File: src/rtl/led_blink_driver_if.sv
// Request/status bundle between the event source and the LED blink driver.
// The master side issues requests; the slave side is the driver.
interface led_blink_driver_if;
    logic       trig;
    logic [3:0] cnt;
    logic       abort;
    logic       led;
    logic       busy;
    logic       done;
    logic       ovf;

    modport master (output trig, cnt, abort, input  led, busy, done, ovf);
    modport slave  (input  trig, cnt, abort, output led, busy, done, ovf);
endinterface

File: src/rtl/led_blink_driver.sv
// Turns single-cycle blink requests into timed ON/OFF LED sequences,
// with a one-deep pending slot and a sticky overflow flag for dropped requests.
module led_blink_driver #(
    parameter int TICK_W    = 25,
    parameter int ON_TICKS  = 12500000,
    parameter int OFF_TICKS = 12500000
) (
    input  logic                clk,
    input  logic                rst,
    led_blink_driver_if.slave   bus
);
    typedef enum logic [1:0] {IDLE, ON, OFF} state_t;

    localparam logic [TICK_W-1:0] ON_LAST  = TICK_W'(ON_TICKS - 1);
    localparam logic [TICK_W-1:0] OFF_LAST = TICK_W'(OFF_TICKS - 1);

    state_t            state_q, state_d;
    logic [TICK_W-1:0] tick_q, tick_d;
    logic [3:0]        rem_q, rem_d;
    logic [3:0]        pend_cnt_q, pend_cnt_d;
    logic              pend_valid_q, pend_valid_d;
    logic              led_q, busy_q, done_q, ovf_q;
    logic              done_d, ovf_d;
    logic              req, complete;

    always_ff @(posedge clk) begin
        if (!rst) begin
            state_q      <= IDLE;
            tick_q       <= '0;
            rem_q        <= '0;
            pend_cnt_q   <= '0;
            pend_valid_q <= 1'b0;
            led_q        <= 1'b0;
            busy_q       <= 1'b0;
            done_q       <= 1'b0;
            ovf_q        <= 1'b0;
        end else begin
            state_q      <= state_d;
            tick_q       <= tick_d;
            rem_q        <= rem_d;
            pend_cnt_q   <= pend_cnt_d;
            pend_valid_q <= pend_valid_d;
            led_q        <= (state_d == ON);
            busy_q       <= (state_d != IDLE) | pend_valid_d;
            done_q       <= done_d;
            ovf_q        <= ovf_d;
        end
    end

    always_comb begin
        state_d      = state_q;
        tick_d       = tick_q;
        rem_d        = rem_q;
        pend_cnt_d   = pend_cnt_q;
        pend_valid_d = pend_valid_q;
        done_d       = 1'b0;
        ovf_d        = ovf_q;
        req          = bus.trig && (bus.cnt != 4'd0);
        complete     = (state_q == OFF) && (tick_q == OFF_LAST) && (rem_q == 4'd0);

        if (bus.abort) begin
            state_d      = IDLE;
            tick_d       = '0;
            rem_d        = '0;
            pend_cnt_d   = '0;
            pend_valid_d = 1'b0;
        end else if (complete) begin
            // Chain straight into the next source so there is no idle gap.
            done_d = 1'b1;
            tick_d = '0;
            if (pend_valid_q) begin
                state_d      = ON;
                rem_d        = pend_cnt_q;
                pend_valid_d = req;
                pend_cnt_d   = req ? bus.cnt : pend_cnt_q;
            end else if (req) begin
                state_d = ON;
                rem_d   = bus.cnt;
            end else begin
                state_d = IDLE;
            end
        end else begin
            unique case (state_q)
                IDLE: begin
                    if (req) begin
                        state_d = ON;
                        tick_d  = '0;
                        rem_d   = bus.cnt;
                    end
                end
                ON: begin
                    if (tick_q == ON_LAST) begin
                        state_d = OFF;
                        tick_d  = '0;
                        rem_d   = rem_q - 4'd1;
                    end else begin
                        tick_d = tick_q + TICK_W'(1);
                    end
                end
                OFF: begin
                    if (tick_q == OFF_LAST) begin
                        state_d = ON;
                        tick_d  = '0;
                    end else begin
                        tick_d = tick_q + TICK_W'(1);
                    end
                end
                default: state_d = IDLE;
            endcase

            if (req && state_q != IDLE) begin
                if (!pend_valid_q) begin
                    pend_valid_d = 1'b1;
                    pend_cnt_d   = bus.cnt;
                end else begin
                    ovf_d = 1'b1;
                end
            end
        end
    end

    assign bus.led  = led_q;
    assign bus.busy = busy_q;
    assign bus.done = done_q;
    assign bus.ovf  = ovf_q;
endmodule

File: src/flat_wrapper.sv
// flat-port wrapper written by rule: the top's interface ports become plain ports
module led_blink_driver_flat 
#(
    parameter int TICK_W    = 25,
    parameter int ON_TICKS  = 12500000,
    parameter int OFF_TICKS = 12500000
)
  (clk, rst, bus_trig, bus_cnt, bus_abort, bus_led, bus_busy, bus_done, bus_ovf);
  led_blink_driver_if bus_i ();
  input  logic clk;
  input  logic rst;
  input wire logic [$bits(bus_i.trig)-1:0] bus_trig;
  input wire logic [$bits(bus_i.cnt)-1:0] bus_cnt;
  input wire logic [$bits(bus_i.abort)-1:0] bus_abort;
  output wire logic [$bits(bus_i.led)-1:0] bus_led;
  output wire logic [$bits(bus_i.busy)-1:0] bus_busy;
  output wire logic [$bits(bus_i.done)-1:0] bus_done;
  output wire logic [$bits(bus_i.ovf)-1:0] bus_ovf;
  assign bus_i.trig = bus_trig;
  assign bus_i.cnt = bus_cnt;
  assign bus_i.abort = bus_abort;
  assign bus_led = bus_i.led;
  assign bus_busy = bus_i.busy;
  assign bus_done = bus_i.done;
  assign bus_ovf = bus_i.ovf;
  led_blink_driver #(.TICK_W(TICK_W), .ON_TICKS(ON_TICKS), .OFF_TICKS(OFF_TICKS)) u_core (.clk(clk), .rst(rst), .bus(bus_i));
endmodule
File: config.mk
export PLATFORM = sky130hd
export DESIGN_NAME = led_blink_driver_flat
export DESIGN_NICKNAME = d
export VERILOG_FILES = /design/src/rtl/led_blink_driver_if.sv /design/src/rtl/led_blink_driver.sv /design/src/flat_wrapper.sv
export SDC_FILE = /design/constraint.sdc
export NUM_CORES = 1
export LEC_CHECK = 0
export ABC_AREA = 1
export CAP_MARGIN = 20
export CORE_MARGIN = 3
export CORE_UTILIZATION = 45
export DETAILED_ROUTE_END_ITERATION = 10
export PLACE_DENSITY = 0.62
export SYNTH_ARGS = -nofsm -noshare
export SYNTH_HDL_FRONTEND = slang
export SYNTH_SLANG_ARGS = --single-unit
File: constraint.sdc
create_clock -name clk -period 1.9 [get_ports clk]
set_clock_uncertainty 0.05 [all_clocks]
set_input_delay 0.475 -clock clk [delete_from_list [all_inputs] [get_ports clk]]
set_output_delay 0.475 -clock clk [all_outputs]
set_load 0.03 [all_outputs]
Yosys cells after proc, flatten, opt, wreduce, memory -nomap -nowiden
Index checks and enable logic that the tools add are counted.
- mux-type cells: 26
- equal/unequal tests: 9
- reduce and logical (&&, ||, !) cells: 19
- bitwise operators: 4
- add/sub/neg operators: 2
- operators by type and width (cell ; number):
    two-way mux 25 bit ; 2
    case mux 25 bit (2 select lines) ; 1
    two-way mux 4 bit ; 9
    adder 25 x 1 -> 25 bit, second input constant ; 1
    equality test 25 x 24 -> 1 bit, second input constant ; 1
    two-way mux 2 bit ; 6
    case mux 4 bit (2 select lines) ; 1
    AND reduction 4 bit ; 2
    nonzero test 2 bit ; 4
    two-way mux 1 bit ; 6
    != test 2 x 1 -> 1 bit, second input constant ; 3
    case mux 2 bit (3 select lines) ; 1
    equality test 2 x 1 -> 1 bit, second input constant ; 2
    logical AND 1 bit ; 4
    logical NOT 4 bit ; 1
    AND reduction 2 bit ; 2
    nonzero test 4 bit ; 1
    OR reduction 2 bit ; 2
    subtractor 4 x 1 -> 4 bit, second input constant ; 1
    != test 3 x 1 -> 1 bit, second input constant ; 1
    inverter 1 bit ; 3
    nonzero test 3 bit ; 1
    OR reduction 3 bit ; 1
    equality test 2 bit, second input constant ; 1
    3 further kinds ; 3
- bits of input ports: 8
- register bits: 40

Logic depth before layout (Yosys ltp)
Gate-level depths: netlist (run 1).
- depth after elaboration: 8
- depth in mapped cells: 14
- depth with buffers taken out: 12

Worst setup path before layout (run 1)
OpenSTA, ideal clock, no wires.
- kind: register to register
- start point: register u_core.state_q[0]
- end point: register u_core.busy_q (netlist: u_core.bus.busy)
- buffers on the path: 1
- cell stages (with the launch flop): 13
- setup slack: 0.144 ns
- arrival time: 1.589 ns
- clock period less this slack: 1.756 ns
- setup time: 0.117 ns
- cells stage by stage: dfxtp_1 > inv_1 > ha_1 > nand2_1 > nor3_1 > nand3_4 > buf_6 > nand2_4 > inv_2 > nand3_2 > nand2_1 > nand2_1 > nand2_1
- word-level cells in the longest chain between the ends: 7
- elaborated cells between the ends (all ways): 18
- those cells by class: eq/ne: 2; mux: 9; bitwise: 1; reduce/logical: 6
- RTL lines (element ; line ; source):
    start, declared ; led_blink_driver.sv:17 ; state_t state_q, state_d;
    start signal, assigned ; led_blink_driver.sv:38 ; state_q <= state_d;
    branches (longest 6 deep; another with case mux 2 bit (3 select lines)) ; n/a ;
    bitwise OR 1 bit (*) ; led_blink_driver.sv:44 ; busy_q <= (state_d != IDLE) | pend_valid_d;
    end signal, assigned ; led_blink_driver.sv:44 ;
    end, declared ; led_blink_driver.sv:22 ; logic led_q, busy_q, done_q, ovf_q;
Mark *: on every way between the ends.
A chain may end at the register's enable or synchronous reset.

Worst setup path in the final report (run 1)
- start point: register u_core.busy_q (netlist: u_core.bus.busy)
- end point: output port bus_busy
- RTL lines (element ; line ; source):
    end, declared ; flat_wrapper.sv:16 ; output wire logic [$bits(bus_i.busy)-1:0] bus_busy;
No word-level cell between the ends.

==> results of run 1 <==
synthesized netlist by cell type, drive strengths merged (2+ instances only):
cell type	instances	share of area (%)
nor3b	2	0.55
nand3	48	10
nor3	19	3.6
nand4	8	1.8
nand2	124	19
nor2	91	14
a21oi	24	4.5
xor2	3	0.96
ha	7	3.2
buf	7	1.9
inv	54	7.4
dfxtp	40	29
o21ai	10	2.1
final cells by class:
type	count	area, sq um	area share (%)
clock buffer	5	68.8	2.03
inverter	54	208	6.13
clock inverter	2	12.5	0.369
timing repair buffer	55	447	13.2
multi-input combinational	342	1760	51.8
sequential	40	806	23.8
tap	72	90.1	2.66
cell families after synthesis:
logic type / count (synthesis) / synth area share [%]
compound gates: 37 / 7.57
xor+xnor: 4 / 1.28
fa+ha+maj: 7 / 3.19
buf+inv: 61 / 9.30
flops: 40 / 29.2
simple gates: 294 / 49.5
routing by layer:
metal | share of wire (%) | routed length, microns | vias up
li1 | - | - | 1520
met5 | 0 | 0 | -
met3 | 5.0 | 375 | 6
met2 | 42 | 3150 | 75
met4 | 1.0 | 76 | 0
met1 | 52 | 3890 | 1327
state kept, by name, summed over array words and instances, names as in the netlist:
register             count
u_core.pend_valid_q      1
u_core.bus.ovf           1
u_core.bus.busy          1
u_core.bus.done          1
u_core.bus.led           1
u_core.pend_cnt_q        4
u_core.tick_q           25
u_core.rem_q             4
u_core.state_q           2
power groups by stage:
stage                     logic [mW]  clock network, mW  registers (mW)
after floorplan                0.134                  0           0.879
after global placement         0.224                  0           0.875
after detailed placement       0.226                  0           0.875
after CTS                      0.227              0.577           0.856
after global routing           0.266              0.621           0.857
final                          0.236              0.553           0.855
path summary, 6_finish.rpt:
path,endpoint,depth (start not counted)
setup reg to reg,u_core.pend_cnt_q[1]$_SDFFE_PP0P_,12
hold reg to reg,u_core.bus.ovf$_SDFFE_PN0P_,1
hold / removal,u_core.bus.ovf$_SDFFE_PN0P_,1
setup / recovery,bus_busy,1
repair_timing:
item / in CTS / in global routing
gates resized for setup: 2 / 27
setup endpoints to repair: 12 / 33
hold endpoints to repair: 0 / 0
setup buffers: 0 / 1
gates cloned: 0 / 0
pin swaps: 0 / 2
stage by stage:
step,std cells,TNS (ns),power (mW)
CTS,569,0,1.66
global route,570,-0.0534,1.74
floorplan,443,0,1.01
global placement,562,-4.02,1.10
finish,570,0,1.64
detailed placement,562,-4.64,1.10
==> results.txt, run 1 <==
* Status: completed
* Most frequent standard cell in the layout excluding fill and tap cells: sky130_fd_sc_hd__nand2_1
* Flip-flop cell with the highest count after synthesis: sky130_fd_sc_hd__dfxtp_1
- RSZ-0062 raised after global routing: true
- Clock tree from TritonCTS: built
- Across all layers, the routed design uses slightly below 3000 vias.
* HPWL reported at the end of detailed placement: about 5.9 mm
- Fin crit period: 1.80 ns
- Of all nets on the critical path, the largest fanout is 1.
- For this run, the number of Yosys warnings is 0.
- The number of failing hold endpoints at the final stage was 0.
- DRC errors left: 0
- CP bufs+invs: 1
* Final routed wirelength across all metal layers: 7.49 mm
* Final nets: 513
* Launch point of the critical path: u_core.bus.busy$_SDFF_PN0_
- The synthesized design contains 40 register bits.
- Met2 track demand over resource in global routing: between 30% and 40%
- Summing all placed instances gives a cell area of 3220 sq um.
- The slowest stage of the critical path is the sky130_fd_sc_hd__clkdlybuf4s50_1 cell.
- Core Area: about 5700 sq um
- Endpoint required time on the critical path: 1.37 ns
- Critical Path Start Type: register
- Count of fill cells added during filler insertion: roughly 580
- Number of buffers inserted during clock tree synthesis: 5
- Across the run, the number of max-cap violations was 0.
* Initial core utilization: 48.1%
* I/O pin count: 12
- CTS clk-pin slew, worst paths: 0.09 ns
- Worst setup margin: 0.0957 ns
- Entering global routing, the biggest net connects 13 pins.
- Via count of the first global-routing pass: roughly 2600
- Internal power comes to 1.19 mW.
- Average cell area after synthesis: a little over 6 sq um
- The worst-case IR drop observed on VDD is 0.499 mV.
- Post-Place Setup Slack: -0.204 ns
* Met3 routing resource usage after global routing: 3.55%
- In the finished design, the share of the clock period the worst path needs comes to 95.0%.
* Clock tree sinks: 40
- The clock network accounts for about a third of the total power.
* CTS Hold Buffers Added: 0
- Most used cells in the layout excluding fill and tap cells: sky130_fd_sc_hd__nand2_1, sky130_fd_sc_hd__nor2_1, sky130_fd_sc_hd__inv_1, sky130_fd_sc_hd__buf_4, sky130_fd_sc_hd__nand3_1
* Number of antenna violations at the first check in global routing: 0
- The worst register-to-register path begins at u_core.state_q[0]$_SDFF_PN0_.
- Clock network latency to the later pin of the worst-skew pair: between 0.2 and 0.3 ns
- Average vias per placed instance: 5.14
- The root buffer cell chosen for the clock tree is sky130_fd_sc_hd__clkbuf_8.
* Net switching power: between 0.4 and 0.5 mW
* Worst setup slack for register-to-register paths: 0.13 ns
- Synthesis produced a netlist with a net count of 458.
- The worst pin sits at a relative slew slack of between 70% and 80%.
* Overall routing resource usage: between 20% and 30%
- Startpoint-to-endpoint class of the critical path: reg -> out
- The first routing iteration left 161 violations.
- Iteration count of the initial detailed-routing pass: 5
* Crit path cell chain: clkdlybuf4s50_1
- At the worst endpoint, the arrival time is between 1 and 1.5 ns.
- Share of the yosys chip area belonging to registers: 29.2%
* Die Height: 84.1 microns
- The tightest min-delay check is of the reg -> reg type.
- The number of pins exceeding their max-slew limit in the final report was 0.
* Share of flip-flops with an asynchronous set or reset after synthesis: 0%
* CTS HTree Levels: 2
- Share of post-route cells with drive strength above 1: 21.9%
* Worst hold slack across all endpoints: about 0.42 ns
* Hold path startpoint: u_core.bus.ovf$_SDFFE_PN0P_
* Number of flops mapped to enable cells by yosys: 0
* Antenna-violating nets left: 0
- The layer flagged by global routing as most heavily used is met1.
- Static timing analysis puts the maximum clock frequency at 0.554 GHz.
- Per report_power, the sequential group accounts for 52.0% of the total.
- Per report_power, the combinational group accounts for 14.3% of the total.
* Synthesized netlist cell count: 443
- Routability-driven placement finished with a final weighted congestion of 0.972.
* Cell type group with the largest total delay on the critical path: buffers and inverters
- CTS max path bufs: 2
* Post-synthesis instance area: 2750 sq um
- Total of buffers placed on input and output ports: 11
- Total inserted antenna cells: 0
- For this run, the slowest stage of the critical path takes roughly 0.67 ns.
* Met1 track utilization from global routing: approximately 34%
- The first global-routing pass estimated 12.6 mm of wire.
- Final number of setup-violating endpoints: 0
* Core utilization of the finished layout: around 59%
- Die W: 84.1 microns
* Row cnt: 27
- The analysis attributes to cell leakage a power of 1.38 nW.
- Post-synthesis cell type count: 31
- DIE AREA: 7070 sq um
- Total power density per cell area: 486 nW/um^2
- Switching Fraction: 27.4%
* Mean routed wirelength per cell: roughly 13 microns
* Element type at the critical path end: output pin
- Area grow syn2layout: 23.4%
- Grt total ovfl: 0
* Non-Filler Cell Area, Final: 3390 sq um
- At the pin with the least slew margin, the transition time is 0.366 ns.
No activity file was read; power rests on OpenSTA's default activity.
==> inputs of run 2 (changes only) <==
PLACE_DENSITY = default   (was 0.62)
PLACE_DENSITY_LB_ADDON = 0.1   (was default)
==> run 2 against run 1 <==
  * Cell area shrank 0.48%
  * Die area is the same
  * Routed wire length shrank 1.3%
  * Core utilization shrank 0.28 points
  * Setup slack lost 0.049 ns
  * Sequential power is essentially flat
  * Fmax shrank 2.6%
  * Sequential share of layout area is essentially flat
  * Count of clock-buffer cells in the layout grew 3
  * Worst hold slack gained 0.00094 ns
  * Register-to-register slack lost 0.04 ns
  * Flip-flop and latch count is the same
  * Critical endpoint is now u_core.tick_q[18]$_SDFFE_PP0P_
  * Largest power group unchanged
==> results.txt, run 2 (synthesis results as in run 1) <==
* Number of buffers inserted during clock tree synthesis: 5
- Total power density per cell area: between 500 and 600 nW/um^2
- Setup slack on the worst reg-to-reg path comes out at around 0.09 ns.
- Stage delay of the slowest cell on the critical path: around 0.49 ns
- Ranked by flip-flop count, first place goes to u_core.tick_q.
* CTS HTree Levels: 2
* Total of buffers placed on input and output ports: 11
- The total area inside the core boundary comes to 5710 sq um.
- Final hold analysis gives a worst-case slack of between 0.4 and 0.5 ns.
* Most frequent standard cell in the layout excluding fill and tap cells: sky130_fd_sc_hd__nand2_1
* HPWL reported at the end of detailed placement: a little under 6 mm
- Iteration count of the initial detailed-routing pass: 5
- The kind of cell with the highest combined delay along the critical path is buffers and inverters.
- Entering global routing, the biggest net connects 12 pins.
- For this run, the post-layout net count is 515.
- Count of routing violations after the opening detailed-route iteration: 254
- Overall routing resource usage: 21.5%
* Flip-flop count of the largest register, all copies and words added: 25
- First-pass GRT wire length: 12.5 mm
* Endpoint required time on the critical path: 2.07 ns
- Maximum net fanout on the critical path: 8
* Fraction of power consumed by combinational cells: between 10 and 15%
- At the end of routability-driven placement, the weighted congestion stood at 0.980.
- For the worst-skew pair, the clock arrives at the later sink with an insertion delay of slightly below 0.3 ns.
- Final routed wirelength across all metal layers: 7.39 mm
* CTS clk-pin slew, worst paths: 0.08 ns
- Status: completed
- The internal power of the cells totals 1.25 mW.
- Startpoint-to-endpoint class of the critical path: in -> reg
- The design draws approximately 1.7 mW.
- Together, buffers and inverters on the worst path number 4.
- The signal on the critical path passes through clkdlybuf4s50_1 -> nor2_1 -> nand2_2 -> nand2_2 -> o21ai_2 -> buf_6 -> inv_2 -> nor2_4 -> buf_4 -> nand2_1 -> a21oi_1.
* Antenna-violating nets left: 0
* DIE AREA: approximately 7100 sq um
* Element type at the critical path end: register
- Clock tree from TritonCTS: built
* RSZ-0062 raised after global routing: true
- Fin crit period: around 1.9 ns
* Number of antenna violations at the first check in global routing: 0
- Data arrives at the worst endpoint at 2.03 ns.
- For this run the aggregate overflow at the end of global routing stands at 0.
- Mean routed wirelength per cell: 12.9 microns
- Total inserted antenna cells: 0
- For this design, the slowest cell found on the critical path is sky130_fd_sc_hd__clkdlybuf4s50_1.
- Of the total power, registers draw roughly half.
* Max cap viols: 0
- Clock tree sinks: 40
- Clk network pwr share: 35.4%
- The post-route netlist has 20.0% of its cells at a drive strength greater than 1.
- STA classifies the critical path startpoint as a primary input.
- Maximum VDD drop: 0.256 mV
* Row cnt: 27
- Die Height: 84.1 microns
* DRC errors left: 0
* Net switching power: 0.447 mW
- I/O pin count: 12
- Among the stages of the critical path, the cell type that occurs most often is sky130_fd_sc_hd__nand2_2.
- In the finished design, the share of the clock period the worst path needs comes to 97.5%.
- Initial core utilization: between 40% and 50%
* Average vias per placed instance: 5.11
* Reported leakage power: 1.39 nW
- Setup violations remaining at the end of the flow were counted as 0.
- Of the total power, the share spent switching nets is 26.4%.
- The largest registers in the layout are u_core.tick_q x25, u_core.pend_cnt_q x4, u_core.rem_q x4.
* Most used cells in the layout excluding fill and tap cells: sky130_fd_sc_hd__nand2_1, sky130_fd_sc_hd__nor2_1, sky130_fd_sc_hd__inv_1
* Via count of the first global-routing pass: ~2600
- At the pin with the least slew margin, the transition time is 0.398 ns.
- Max frequency: 0.540 GHz
- CTS max path bufs: 2
- From left edge to right edge, the die measures 84.1 microns.
* Area grow syn2layout: 22.8%
* Relative slew slack: 73.3%
- CTS Hold Buffers Added: 0
- Final hold vios: 0
- In this run the clock root is driven by a sky130_fd_sc_hd__clkbuf_8.
- Final Max Slew Viols: 0
- Min-delay worst type: reg -> reg
* Routed via count: 2926
run 2: tightest hold or removal path: stages (launching register included):
cell	delay, ns
sky130_fd_sc_hd__dfxtp_1	0.31
sky130_fd_sc_hd__nand2_1	0.06
sky130_fd_sc_hd__a21oi_1	0.06
run 2: repair_timing:
item | CTS | global route
endpoints found under the setup margin | 2 | 35
pin swaps | 0 | 1
setup buffers | 0 | 2
hold endpoints to repair | 0 | 0
resized for setup | 1 | 13
gates cloned | 0 | 0
run 2: cell type report:
| cell class | count | area, sq um |
|---|---|---|
| fillers | 561 | 2340 |
| multi-input cells | 342 | 1720 |
| flip-flops and latches | 40 | 803 |
| repair buffers | 57 | 465 |
| inverters | 54 | 203 |
| clock buffers | 8 | 90.1 |
| well taps | 72 | 90.1 |
run 2: stage by stage:
| stage | util (%) | std cells | worst slack [ns] | setup TNS (ns) | instance area [sq um] |
|---|---|---|---|---|---|
| 6_report | 59.0 | 573 | 0.0466 | 0 | 3370 |
| 5_1_grt | 59.0 | 573 | -0.0241 | -0.0783 | 3370 |
| 4_1_cts | 58.1 | 571 | 0.0128 | 0 | 3320 |
| 3_3_place_gp | 56.5 | 563 | -0.184 | -3.95 | 3220 |
| 3_5_place_dp | 56.5 | 563 | -0.207 | -4.88 | 3220 |
| 2_1_floorplan | - | 443 | 0.144 | 0 | 2750 |
run 2: path summary, 6_finish.rpt:
path	startpoint	end	depth (start not counted)
worst max-delay path	bus_cnt[3]	u_core.tick_q[18]$_SDFFE_PP0P_	11
worst min-delay path	u_core.pend_cnt_q[1]$_SDFFE_PP0P_	u_core.pend_cnt_q[1]$_SDFFE_PP0P_	2
worst max register to register	u_core.state_q[0]$_SDFF_PN0_	u_core.tick_q[18]$_SDFFE_PP0P_	11
worst min register to register	u_core.pend_cnt_q[1]$_SDFFE_PP0P_	u_core.pend_cnt_q[1]$_SDFFE_PP0P_	2
run 2: metal layers:
layer	global-route usage (%)	routed length [microns]	up-vias
met3	3.55	465	13
met1	33.4	3780	1284
met5	0	0	-
met4	5.41	85	0
met2	30.3	3060	104
li1	-	-	1525
run 2: power groups by stage:
stage	logic (mW)	clock network (mW)	registers [mW]
2_1_floorplan	0.134	0	0.879
3_3_place_gp	0.229	0	0.875
3_5_place_dp	0.229	0	0.875
4_1_cts	0.230	0.621	0.855
5_1_grt	0.267	0.655	0.858
6_report	0.239	0.600	0.856
==> inputs of run 3 (changes only) <==
CORE_MARGIN = 2   (was 3)
==> run 3 against run 2 <==
  * Cell area up 1.6%
  * Count of clock-buffer cells in the layout decreased by 2
  * First-iteration DRC count shrank 36%
  * Global-route usage grew 2.5 points
  * Sequential share of layout area down 0.24 points
  * Combinational power is essentially flat
  * Clock power is 16% higher
  * Die area fell by 4.7%
  * Critical path type unchanged
  * Largest cell class unchanged
==> results.txt, run 3 (synthesis results as in run 1) <==
- Max frequency: 0.544 GHz
- Crit path cell chain: clkdlybuf4s50_1 -> nor2_1 -> nand2_2 -> nand2_2 -> o21ai_4 -> buf_6 -> nand2_2 -> nand2_4 -> clkbuf_2 -> nor3_1
* Total power density per cell area: ~520 nW/um^2
* CTS max path bufs: 2
- More flip-flops sit in one register than any other, and that register is u_core.tick_q.
- Clock network latency to the later pin of the worst-skew pair: 0.29 ns
- The tightest min-delay check is of the reg -> reg type.
- Non-Filler Cell Area, Final: between 3000 and 4000 sq um
* Count of fill cells added during filler insertion: 607
- The floorplan step defined a die boundary enclosing 6740 sq um.
* Area grow syn2layout: 24.8%
- VDD sags by at most about 0.31 mV.
- Clock tree sinks: 40
- Element type at the critical path end: register
* First-pass GRT wire length: 12.3 mm
- The first detailed-routing pass ran for 4 iterations.
* Row cnt: 28
- Startpoint-to-endpoint class of the critical path: in -> reg
* Worst hold slack across all endpoints: 0.417 ns
* Maximum net fanout on the critical path: 6
- Most frequent standard cell in the layout excluding fill and tap cells: sky130_fd_sc_hd__nand2_1
- The final layout contains 516 nets.
* Period Utilization, post-route: 96.7%
- Total inserted antenna cells: 0
- Number of buffers inserted during clock tree synthesis: 5
* Buffer type at the clock tree root: sky130_fd_sc_hd__clkbuf_8
- Fin crit period: between 1.5 and 2 ns
- The number of pins exceeding their max-slew limit in the final report is 0.
* Reported leakage power: 1.42 nW
- Clock-pin slew was measured on the worst setup and hold paths at 0.08 ns.
- After detailed placement, the total cell area comes to 3210 sq um.
* Die Height: 82.1 microns
* Cell repeated most along the worst path: sky130_fd_sc_hd__nand2_2
- Setup violations remaining at the end of the flow were counted as 0.
- The largest single stage delay on the critical path is 0.48 ns.
* Via count of the first global-routing pass: about 2800
- TritonCTS built the clock tree.
- Number of antenna violations at the first check in global routing: 0
* Pwr Total: 1.79 mW
* Overall routing resource usage: between 20% and 30%
- Die W: 82.1 microns
- During placement, the flow inserted port buffers numbering 11.
- Dividing the detail-routed via count by the number of cells gives ~5.1.
- The number of failing hold endpoints at the final stage was 0.
- I/O pin count: 12
- Measured against its own limit, the worst slew margin works out to 74.9%.
- Among all stages on the critical path, the largest delay is contributed by sky130_fd_sc_hd__clkdlybuf4s50_1.
* DRC errors left: 0
- Antenna-violating nets left: 0
- Final routed wirelength across all metal layers: around 7.5 mm
* Flip-flop count of the largest register, all copies and words added: 25
* Count of routing violations after the opening detailed-route iteration: 163
* Mean routed wirelength per cell: between 10 and 15 microns
- CTS HTree Levels: 2
* Initial core utilization: 46.4%
* Max cap viols: 0
* Critical Path Start Type: primary input
- Worst setup slack for register-to-register paths: around 0.11 ns
* HPWL reported at the end of detailed placement: 5.91 mm
* Routed via count: about 3000
- Grt total ovfl: 0
- Registers take 808 sq um.
- The largest registers in the layout are u_core.tick_q x25, u_core.pend_cnt_q x4, u_core.rem_q x4.
* Share of post-route cells with drive strength above 1: 22.1%
- GPL Wtd Cong: between 0.9 and 1
- Entering global routing, the biggest net connects 13 pins.
- Most used cells in the layout excluding fill and tap cells: sky130_fd_sc_hd__nand2_1, sky130_fd_sc_hd__nor2_1, sky130_fd_sc_hd__inv_1, sky130_fd_sc_hd__buf_4, sky130_fd_sc_hd__nand3_1
- Endpoint arrival time on the critical path: around 2.0 ns
- At the pin with the least slew margin, the transition time is 0.373 ns.
- The flow ran to the end, and the final reports show no timing, DRC or antenna violations.
- Data on the critical path is required at its endpoint by 2.04 ns.
- Area used by multi-input combinational logic: 1740 sq um
- Core Area: between 5000 and 6000 sq um
run 3: cell count changes in the layout (fill, tap and decap cells not counted), sizes merged:
cell,before,now
dlymetal6s2s,1,2
clkbuf,8,7
clkdlybuf4s50,10,9
clkinv,0,1
bufinv,0,1
run 3: layout make-up:
class | instances | area share (%)
well taps | 75 | 2.74
inverters | 54 | 5.99
clock inverters | 2 | 1.02
flip-flops and latches | 40 | 23.6
clock buffers | 6 | 2.12
repair buffers | 58 | 13.7
multi-input cells | 342 | 50.8
run 3: path summary, 6_finish.rpt:
kind / startpoint / endpoint / cells past startpoint
max: bus_cnt[1] / u_core.tick_q[4]$_SDFFE_PP0P_ / 10
min: u_core.pend_cnt_q[1]$_SDFFE_PP0P_ / u_core.pend_cnt_q[1]$_SDFFE_PP0P_ / 2
max reg2reg: u_core.tick_q[13]$_SDFFE_PP0P_ / u_core.tick_q[4]$_SDFFE_PP0P_ / 10
min reg2reg: u_core.pend_cnt_q[1]$_SDFFE_PP0P_ / u_core.pend_cnt_q[1]$_SDFFE_PP0P_ / 2
run 3: stage by stage:
step / setup TNS [ns] / std cells / utilization [%] / worst slack (ns)
floorplan: 0 / 443 / - / 0.144
global placement: -6.41 / 564 / 54.2 / -0.305
detailed placement: -7.60 / 564 / 54.2 / -0.333
CTS: 0 / 572 / 56.2 / 0.0452
global route: -0.0871 / 577 / 57.9 / -0.0349
finish: 0 / 577 / 57.9 / 0.0630
run 3: critical path, delay by kind of cell:
family	cells	cell delay [ns]
AO/OA/AOI/OAI	1	0.23
buffers and inverters	3	0.83
AND/OR/NAND/NOR	6	0.44
run 3: timing repair:
action,4_1_cts,5_1_grt
cloned,0,0
pin swaps,0,3
gates resized for setup,2,24
buffers inserted,0,5
hold buffers,0,0
setup endpoints to repair,2,22
run 3: per-layer routing:
layer	global-route usage [%]	share of wire [%]
met3	4.24	5.3
met1	28.8	42
met5	0	0
met4	7.50	1.8
met2	43.4	50
run 3: power breakdown:
group	total (mW)	switching, mW	internal (mW)
Clock	0.695	0.305	0.390
Combinational	0.238	0.137	0.101
Sequential	0.856	0.00743	0.848
Total	1.79	0.450	1.34
